[config.mk]
export PLATFORM = sky130hd
export DESIGN_NAME = fifo_fwft_adapter_flat
export DESIGN_NICKNAME = d
export VERILOG_FILES = /design/src/rtl/fifo_fwft_adapter_if.sv /design/src/rtl/fifo_fwft_adapter.sv /design/src/flat_wrapper.sv
export SDC_FILE = /design/constraint.sdc
export NUM_CORES = 1
export LEC_CHECK = 0
export CORE_MARGIN = 3
export CORE_UTILIZATION = 40
export DETAILED_ROUTE_END_ITERATION = 16
export PLACE_DENSITY = 0.64
export SETUP_SLACK_MARGIN = 0.1
export SLEW_MARGIN = 20
export SYNTH_ARGS = -nofsm -noshare
export SYNTH_HDL_FRONTEND = slang
export SYNTH_SLANG_ARGS = --single-unit
[constraint.sdc]
create_clock -name rd_clk -period 3.4 [get_ports rd_clk]
set_clock_uncertainty 0.2 [all_clocks]
set_input_delay 0.68 -clock rd_clk [delete_from_list [all_inputs] [get_ports rd_clk]]
set_output_delay 0.68 -clock rd_clk [all_outputs]
set_load 0.005 [all_outputs]
[src/rtl/fifo_fwft_adapter_if.sv]
// Handshake bundle for the FWFT read adapter: the upstream standard-FIFO read
// port on one side and the FWFT consumer port plus debug status on the other.
interface fifo_fwft_adapter_if #(
  parameter int DATA_WIDTH = 36,
  parameter int CNT_WIDTH  = 32
);
  logic [DATA_WIDTH-1:0] fifo_dout;
  logic                  fifo_empty;
  logic                  fifo_rd_en;
  logic                  rd_en;
  logic [DATA_WIDTH-1:0] dout;
  logic                  empty;
  logic [CNT_WIDTH-1:0]  rd_count;
  logic                  underflow;

  // Adapter side.
  modport slave (
    input  fifo_dout, fifo_empty, rd_en,
    output fifo_rd_en, dout, empty, rd_count, underflow
  );

  // Environment side: upstream FIFO plus FWFT consumer.
  modport master (
    output fifo_dout, fifo_empty, rd_en,
    input  fifo_rd_en, dout, empty, rd_count, underflow
  );
endinterface

[src/rtl/fifo_fwft_adapter.sv]
// Converts a 1-cycle-latency standard FIFO read port into a first-word-fall-
// through port. A 2-entry register buffer plus a one-deep read-ahead credit
// keeps one word per clock flowing without bubbles; dout is a pure register
// mux, so there is no combinational path from fifo_dout to the consumer.
module fifo_fwft_adapter #(
  parameter int DATA_WIDTH = 36,
  parameter int CNT_WIDTH  = 32
) (
  input logic                 rd_clk,
  input logic                 rst,
  fifo_fwft_adapter_if.slave  bus
);

  // Words held plus the word on its way, after this cycle's pop. Because a
  // pop needs count >= 1 this never goes negative; 3 bits hold the illegal
  // value 3 so it cannot alias to a small occupancy.
  function automatic logic [2:0] occupancy_next(input logic [1:0] count,
                                                 input logic       inflight,
                                                 input logic       pop);
    return {1'b0, count} + {2'b00, inflight} - {2'b00, pop};
  endfunction

  logic [DATA_WIDTH-1:0] buf_q [2];
  logic                  head_q;
  logic                  tail_q;
  logic [1:0]            count_q;
  logic                  vld_p1;       // read issued last cycle: word on fifo_dout now
  logic [CNT_WIDTH-1:0]  rd_count_q;
  logic                  underflow_q;

  logic                  empty_w;
  logic                  pop;
  logic [2:0]            occ_next;

  assign empty_w  = (count_q == 2'd0);
  assign pop      = bus.rd_en & ~empty_w;
  assign occ_next = occupancy_next(count_q, vld_p1, pop);

  // Only read ahead while the buffer can absorb the word one cycle later.
  assign bus.fifo_rd_en = ~rst & ~bus.fifo_empty & (occ_next < 3'd2);

  assign bus.dout      = buf_q[head_q];
  assign bus.empty     = empty_w;
  assign bus.rd_count  = rd_count_q;
  assign bus.underflow = underflow_q;

  // ---- stage p1: capture the word returned by last cycle's read ----
  // Store the arriving upstream word at the tail slot.
  always_ff @(posedge rd_clk) begin
    if (rst) begin
      buf_q[0] <= '0;
      buf_q[1] <= '0;
    end else if (vld_p1) begin
      buf_q[tail_q] <= bus.fifo_dout;
    end
  end

  // Track read credit, buffer pointers and occupancy.
  always_ff @(posedge rd_clk) begin
    if (rst) begin
      vld_p1  <= 1'b0;
      head_q  <= 1'b0;
      tail_q  <= 1'b0;
      count_q <= 2'd0;
    end else begin
      vld_p1  <= bus.fifo_rd_en;
      count_q <= occ_next[1:0];
      if (vld_p1) begin
        tail_q <= ~tail_q;
      end
      if (pop) begin
        head_q <= ~head_q;
      end
    end
  end

  // ---- stage p2: consumer-side debug status ----
  // Count accepted pops (wrapping) and latch any read attempted while empty.
  always_ff @(posedge rd_clk) begin
    if (rst) begin
      rd_count_q  <= '0;
      underflow_q <= 1'b0;
    end else begin
      if (pop) begin
        rd_count_q <= rd_count_q + CNT_WIDTH'(1);
      end
      if (bus.rd_en & empty_w) begin
        underflow_q <= 1'b1;
      end
    end
  end

endmodule
[src/flat_wrapper.sv]
// flat-port wrapper written by rule: the top's interface ports become plain ports
module fifo_fwft_adapter_flat 
#(
  parameter int DATA_WIDTH = 36,
  parameter int CNT_WIDTH  = 32
)
  (rd_clk, rst, bus_fifo_dout, bus_fifo_empty, bus_rd_en, bus_fifo_rd_en, bus_dout, bus_empty, bus_rd_count, bus_underflow);
  fifo_fwft_adapter_if #(.DATA_WIDTH(DATA_WIDTH), .CNT_WIDTH(CNT_WIDTH)) bus_i ();
  input logic rd_clk;
  input logic rst;
  input wire logic [$bits(bus_i.fifo_dout)-1:0] bus_fifo_dout;
  input wire logic [$bits(bus_i.fifo_empty)-1:0] bus_fifo_empty;
  input wire logic [$bits(bus_i.rd_en)-1:0] bus_rd_en;
  output wire logic [$bits(bus_i.fifo_rd_en)-1:0] bus_fifo_rd_en;
  output wire logic [$bits(bus_i.dout)-1:0] bus_dout;
  output wire logic [$bits(bus_i.empty)-1:0] bus_empty;
  output wire logic [$bits(bus_i.rd_count)-1:0] bus_rd_count;
  output wire logic [$bits(bus_i.underflow)-1:0] bus_underflow;
  assign bus_i.fifo_dout = bus_fifo_dout;
  assign bus_i.fifo_empty = bus_fifo_empty;
  assign bus_i.rd_en = bus_rd_en;
  assign bus_fifo_rd_en = bus_i.fifo_rd_en;
  assign bus_dout = bus_i.dout;
  assign bus_empty = bus_i.empty;
  assign bus_rd_count = bus_i.rd_count;
  assign bus_underflow = bus_i.underflow;
  fifo_fwft_adapter #(.DATA_WIDTH(DATA_WIDTH), .CNT_WIDTH(CNT_WIDTH)) u_core (.rd_clk(rd_clk), .rst(rst), .bus(bus_i));
endmodule
==> results.sh, run 1 <==
export IMPL_die_x_um=116
export IMPL_drt_total_wl_mm=10.7
export IMPL_hold_path_class="flip-flop to flip-flop"
export IMPL_numClockSinks=111
export IMPL_grt_setup_unrepaired="false"
export IMPL_leakagePower_nw=2.32
export IMPL_status="finished clean"
export IMPL_nNetsFinal=553
export IMPL_netlist_area_um2=4850
export IMPL_fill_cells=1029
export IMPL_start_util_pct=41.8
export IMPL_fin_cells=657
export IMPL_grt_max_degree=37
export IMPL_dpl_hpwl_mm=6.90
export IMPL_die_h_um=116
export IMPL_whs_endpoint="u_core.bus.underflow"
export IMPL_placed_area_um2=6160
export IMPL_finalSetupTns_ns=0
export IMPL_setup_viol=0
export IMPL_r2r_cells=4
export IMPL_cts_tree="done"
export IMPL_place_inst=638
export IMPL_coreArea_um2=11600
export IMPL_crit_type="input pin to output port"
export IMPL_ys_warn_count=0
export IMPL_netlist_instances=396
export IMPL_place_ws_ns=-0.544
export IMPL_io_pins=111
export IMPL_drc_errors=0
export IMPL_ff2ff_setup_slack_ns=1.21
export IMPL_ctsLongestPathBuffers=2
export IMPL_tightest_slew_ns=0.962
export IMPL_final_area_um2=6490
export IMPL_cts_buffers=9
export IMPL_ant_nets=0
export IMPL_crit_family="adder cells"
export IMPL_grt_pass1_wl_mm=16.7
export IMPL_ys_ff_latch=111
export IMPL_root_buffer="clkbuf_16"
export IMPL_worst_path_largest_cell_delay_ns=0.44
export IMPL_syn_to_final_growth_pct=33.7
export IMPL_avgViaCountPerCell=5.18
export IMPL_crit_chain="dlygate4sd2_1, o21ai_2, inv_2, ha_4, inv_1, ha_2, fa_2, nor4_2, buf_2"
export IMPL_grt_pass1_vias=3417
export IMPL_syn_nets=440
export IMPL_first_iter_violations=149
export IMPL_yosysSeqAreaShare_pct=60.6
export IMPL_vias=3401
export IMPL_setup_ws_ns=0.198
export IMPL_p_per_area_nw_per_um2=583
export IMPL_rows=39
export IMPL_fin_crit_ns=3.20
export IMPL_cp_max_fo=2
export IMPL_cp_end_kind="output port"
export IMPL_wl_per_cell_um=16.3
export IMPL_r2r_end="u_core.bus.rd_count[28]"
export IMPL_cap_violations=0
export IMPL_drive_gt1_share_pct=15.4
export IMPL_max_freq_mhz=312
export IMPL_htreeDepth=3
export IMPL_ys_flop_type="edfxtp_1"
export IMPL_cp_required_ns=2.52
export IMPL_antenna_cells=0
export IMPL_worstSkewPairLatency_ns=0.34
export IMPL_worst_path_max_delay_cell="fa_2"
export IMPL_min_from="u_core.bus.underflow"
export IMPL_synth_edff_count=72
export IMPL_critPathLaunchType="input pin"
export IMPL_drtPass1Iterations=4
export IMPL_p_total_w=0.00378
export IMPL_antenna_found_initial=0
export IMPL_async_flop_share_pct=0
export IMPL_gp_congestion=0.800
export IMPL_postSynthAreaPerCell_um2=12.3
export IMPL_slew_viol_final=0
export IMPL_finalHoldViolCount=0
export IMPL_critPathBufInv=4
export IMPL_peakVddDrop_mv=0.330
export IMPL_relSlewSlack_pct=35.6
export IMPL_rr_startpoint="u_core.bus.rd_count[12]"
export IMPL_die_area_um2=13500
export IMPL_port_buffers=110
export IMPL_cp_arrival_ns=2.32
export IMPL_finalCritPeriodShare_pct=94.2
export IMPL_grt_ovfl_total=0
export IMPL_path_clk_slew_ns=0.07
export IMPL_grt_util_all_layers_pct=16.0
export IMPL_holdPathStages=2
export IMPL_synth_cell_types=36
-- cell usage after synthesis, types with 2 or more instances --
cell      count  area [µm²]
xor2_1        7        61.3
o21ai_0      12        60.1
clkbuf_1     16        60.1
a21oi_1      23         115
nand4_1       6        37.5
buf_2         2        10.0
and2_1       72         450
or3_1        12        75.1
nor3b_1       2        15.0
nand3_1      10        50.1
ha_1          3        37.5
o31ai_1       9        67.6
and4_1        5        43.8
mux2_2       36         405
or4_1         9        67.6
inv_1         8        30.0
nor2_1       15        56.3
nand2_1      11        41.3
nor2b_1       2        12.5
edfxtp_1     72        2160
nor4_1        2        12.5
buf_1         2        7.51
and3_1        4        25.0
dfxtp_1      39         781
xnor2_1       6        52.6
-- placed cells by master, fill, tap and decap left out, types with 12 or more instances in the layout --
cell	netlist	final
a21oi_1	23	23
and2_1	72	72
clkdlybuf4s50_1	0	108
o21ai_0	12	12
edfxtp_1	72	72
dfxtp_1	39	38
mux2_2	36	36
or3_1	12	12
nor2_1	15	15
-- per-layer routing --
layer	track usage (%)	up-vias	share of wire, %
met2	27.2	95	50
met5	0	-	0
met3	6.01	5	6.7
li1	-	1651	-
met1	19.8	1650	43
met4	3.25	0	0.58
-- repair_timing --
item                       CTS  global route
setup endpoints to repair    1             1
setup buffers                2             1
pin swaps                    2             2
resized for setup            8             3
hold buffers                 0             0
-- logic make-up (layout without fill, tap and decap cells) --
| group | count (synthesis) | in the layout | synth area share [%] |
|---|---|---|---|
| compound gates | 47 | 47 | 5.52 |
| xor+xnor | 13 | 13 | 2.35 |
| fa+ha+maj | 4 | 4 | 1.19 |
| buf+inv | 30 | 148 | 2.53 |
| flops | 111 | 111 | 60.6 |
| mux | 36 | 36 | 8.35 |
| simple gates | 155 | 155 | 19.4 |
-- tightest hold or removal path, delay by kind of cell, from the launching register on --
family | cells | cell delay, ns
flip-flops | 1 | 0.33
AO/OA/AOI/OAI | 1 | 0.04
AND/OR/NAND/NOR | 1 | 0.08
-- registers in the layout (all words and copies together), names as in the netlist, named ones only --
name / count
u_core.bus.underflow: 1
u_core.bus.rd_count: 32
u_core.head_q: 1
u_core.count_q: 2
u_core.vld_p1: 1
u_core.buf_q: 72
u_core.tail_q: 1
-- cell type report --
| class | instances | area (µm²) | share of cell area [%] |
|---|---|---|---|
| Sequential cell | 111 | 2940 | 45.4 |
| Multi-Input combinational cell | 255 | 1830 | 28.3 |
| Timing Repair Buffer | 123 | 1220 | 18.8 |
| Clock buffer | 10 | 229 | 3.53 |
| Tap cell | 143 | 179 | 2.76 |
| Clock inverter | 6 | 51.3 | 0.791 |
| Inverter | 9 | 33.8 | 0.521 |
-- where the power goes --
part           internal (W)  leakage (nW)  switching, W  total (W)
Combinational      0.000659          1.12      0.000379    0.00104
Clock              0.000562         0.139      0.000443    0.00100
Sequential          0.00165          1.07     0.0000863    0.00174
-- through the flow --
stage	hold WS [ns]	util (%)
after CTS	0.289	55.6
after global routing	0.325	55.9
after floorplan	0.260	-
after global placement	0.252	53.0
final	0.287	55.9
after detailed placement	0.272	53.0
-- worst max path at each step --
stage               startpoint        endpoint  slack, ns  depth (start not counted)
detailed placement   bus_rd_en  bus_fifo_rd_en      -0.54                          9
global placement     bus_rd_en  bus_fifo_rd_en      -0.50                          9
finish               bus_rd_en  bus_fifo_rd_en       0.20                          9
floorplan            bus_rd_en  bus_fifo_rd_en       0.41                          7
global route         bus_rd_en  bus_fifo_rd_en       0.11                          9
CTS                  bus_rd_en  bus_fifo_rd_en       0.10                          9
(Power assumes the default switching activity.)
==> run 2: changes to the inputs <==
--- a/config.mk
+++ b/config.mk
@@ -8,7 +8,9 @@
 export CORE_MARGIN = 3
 export CORE_UTILIZATION = 40
 export DETAILED_ROUTE_END_ITERATION = 16
+export HOLD_SLACK_MARGIN = 0.1
 export PLACE_DENSITY = 0.64
+export RECOVER_POWER = 25
 export SETUP_SLACK_MARGIN = 0.1
 export SLEW_MARGIN = 20
 export SYNTH_ARGS = -nofsm -noshare
==> run 2 against run 1 <==
The flow now finishes with violations (max-capacitance violations, max-slew violations). Wire length fell by 0.59%. Sequential power barely moved. Core utilization is 0.12 points lower. Die area did not move. Global-route usage is the same. Setup slack worse by 0.0072 ns. Via count is essentially flat. Clock power is essentially flat. Sequential share of layout area grew 0.096 points. Critical path type unchanged.
==> results.sh, run 2 (synthesized netlist as in run 1, its figures left out) <==
export IMPL_holdBufCountCts=0
export IMPL_htreeDepth=3
export IMPL_setup_viol=0
export IMPL_seq_power_share_pct=46.0
export IMPL_finish_utilization_pct=55.7
export IMPL_worstSkewPairLatency_ns=0.34
export IMPL_first_iter_violations=147
export IMPL_grt_ovfl_total=0
export IMPL_r2r_cells=4
export IMPL_crit_cells=9
export IMPL_violations="max-capacitance violations, max-slew violations"
export IMPL_gp_congestion=0.800
export IMPL_intPower_w=0.00287
export IMPL_drtPass1Iterations=4
export IMPL_die_x_um=116
export IMPL_holdPathStages=2
export IMPL_antenna_found_initial=1
export IMPL_worst_path_max_delay_cell="fa_2"
export IMPL_hold_ws_ns=0.278
export IMPL_combPwrFrac_pct=27.3
export IMPL_start_util_pct=41.8
export IMPL_critPathBufInv=4
export IMPL_crit_chain="dlygate4sd2_1, o21ai_2, inv_2, ha_4, inv_1, ha_2, fa_2, nor4_2, buf_2"
export IMPL_dpl_hpwl_mm=6.90
export IMPL_vias=3400
export IMPL_regMostFlops="u_core.buf_q"
export IMPL_ctsLongestPathBuffers=2
export IMPL_finalSetupTns_ns=0
export IMPL_cp_end_kind="output port"
export IMPL_numClockSinks=111
export IMPL_cp_max_fo=2
export IMPL_cap_violations=1
export IMPL_cp_arrival_ns=2.33
export IMPL_cts_buffers=9
export IMPL_switching_share_pct=24.1
export IMPL_critPathLaunchType="input pin"
export IMPL_wl_per_cell_um=16.1
export IMPL_pwr_share_clk_pct=26.7
export IMPL_r2r_end="u_core.bus.rd_count[31]"
export IMPL_die_area_um2=13500
export IMPL_rows=39
export IMPL_coreArea_um2=11600
export IMPL_max_freq_mhz=312
export IMPL_grt_util_all_layers_pct=16.0
export IMPL_ff2ff_setup_slack_ns=1.20
export IMPL_grt_pass1_vias=3417
export IMPL_relSlewSlack_pct=-11.0
export IMPL_die_h_um=116
export IMPL_final_common_cell="clkdlybuf4s50_1"
export IMPL_fin_cells=658
export IMPL_leakagePower_nw=2.31
export IMPL_avgViaCountPerCell=5.17
export IMPL_status="complete, but fails checks"
export IMPL_grt_pass1_wl_mm=16.7
export IMPL_path_clk_slew_ns=0.07
export IMPL_grt_max_degree=37
export IMPL_p_per_area_nw_per_um2=583
export IMPL_drive_gt1_share_pct=14.6
export IMPL_io_pins=111
export IMPL_drt_total_wl_mm=10.6
export IMPL_grt_setup_unrepaired="false"
export IMPL_largest_register_ffs=72
export IMPL_rr_startpoint="u_core.bus.rd_count[12]"
export IMPL_root_buffer="clkbuf_16"
export IMPL_final_cell_mix="clkdlybuf4s50_1, edfxtp_1, and2_1"
export IMPL_place_inst=638
export IMPL_ant_nets=0
export IMPL_min_from="u_core.bus.underflow"
export IMPL_finalHoldViolCount=0
export IMPL_tightest_slew_ns=1.67
export IMPL_nNetsFinal=553
export IMPL_peakVddDrop_mv=0.329
export IMPL_syn_to_final_growth_pct=33.4
export IMPL_slew_viol_final=37
export IMPL_crit_family="adder cells"
export IMPL_hold_path_class="flip-flop to flip-flop"
export IMPL_finalCritPeriodShare_pct=94.4
export IMPL_switchingPower_w=0.000908
export IMPL_cts_tree="done"
export IMPL_whs_endpoint="u_core.bus.underflow"
export IMPL_drc_errors=0
export IMPL_fin_crit_ns=3.21
export IMPL_crit_type="input pin to output port"
export IMPL_port_buffers=110
export IMPL_worst_path_largest_cell_delay_ns=0.44
export IMPL_cp_required_ns=2.52
[run 2: changes by cell type in the layout (fill, tap and decap cells not counted)]
cell / before / now
diode_2: 0 / 1
a21o_1: 0 / 1
clkbuf_1: 1 / 3
clkdlybuf4s50_1: 108 / 106
dlygate4sd3_1: 0 / 2
nor3b_2: 2 / 1
and2_1: 72 / 66
a21o_2: 1 / 0
nor3b_1: 0 / 1
buf_4: 11 / 8
and2_0: 0 / 6
clkbuf_2: 0 / 1
[run 2: area by class of cell]
type | count | area, µm²
fill | 1031 | 5140
sequential | 111 | 2940
multi-input combinational | 255 | 1830
timing repair buffer | 123 | 1210
clock buffer | 10 | 229
tap | 143 | 179
clock inverter | 6 | 51.3
inverter | 9 | 33.8
antenna | 1 | 2.50
[run 2: routing by layer]
| layer | up-vias | global-route usage (%) | share of wire, % |
|---|---|---|---|
| met1 | 1651 | 19.8 | 43 |
| li1 | 1653 | - | - |
| met5 | - | 0 | 0 |
| met2 | 90 | 27.2 | 49 |
| met4 | 0 | 3.25 | 0.80 |
| met3 | 6 | 6.01 | 6.9 |
[run 2: timing repair]
action                                  4_1_cts  5_1_grt
cloned                                        0        0
endpoints found under the setup margin        1        1
pin swaps                                     2        2
resized for setup                             8        3
setup buffers                                 2        1
endpoints found under the hold margin         0        0
[run 2: power groups by stage]
| stage | Sequential (W) | Clock [W] | Combinational [W] |
|---|---|---|---|
| 6_report | 0.00174 | 0.00101 | 0.00103 |
| 5_1_grt | 0.00176 | 0.00109 | 0.00112 |
| 4_1_cts | 0.00174 | 0.00103 | 0.00104 |
| 3_5_place_dp | 0.00177 | 0 | 0.00101 |
| 3_3_place_gp | 0.00176 | 0 | 0.00100 |
| 2_1_floorplan | 0.00173 | 0 | 0.000461 |
[run 2: tightest hold or removal path, delay by kind of cell, from the launching register on]
family,cells,cell delay (ns)
simple gates,1,0.08
flops,1,0.33
compound gates,1,0.04
[run 2: worst max-delay path by stage]
stage,start,end,slack (ns)
2_1_floorplan,bus_rd_en,bus_fifo_rd_en,0.41
3_3_place_gp,bus_rd_en,bus_fifo_rd_en,-0.50
3_5_place_dp,bus_rd_en,bus_fifo_rd_en,-0.54
4_1_cts,bus_rd_en,bus_fifo_rd_en,0.10
5_1_grt,bus_rd_en,bus_fifo_rd_en,0.11
6_report,bus_rd_en,bus_fifo_rd_en,0.19
[run 2: metrics by stage]
step	setup WS, ns	instance area (µm²)	power [W]
6_report	0.191	6470	0.00378
5_1_grt	0.109	6470	0.00397
4_1_cts	0.103	6460	0.00381
3_5_place_dp	-0.544	6160	0.00278
3_3_place_gp	-0.498	6160	0.00276
2_1_floorplan	0.412	4850	0.00219
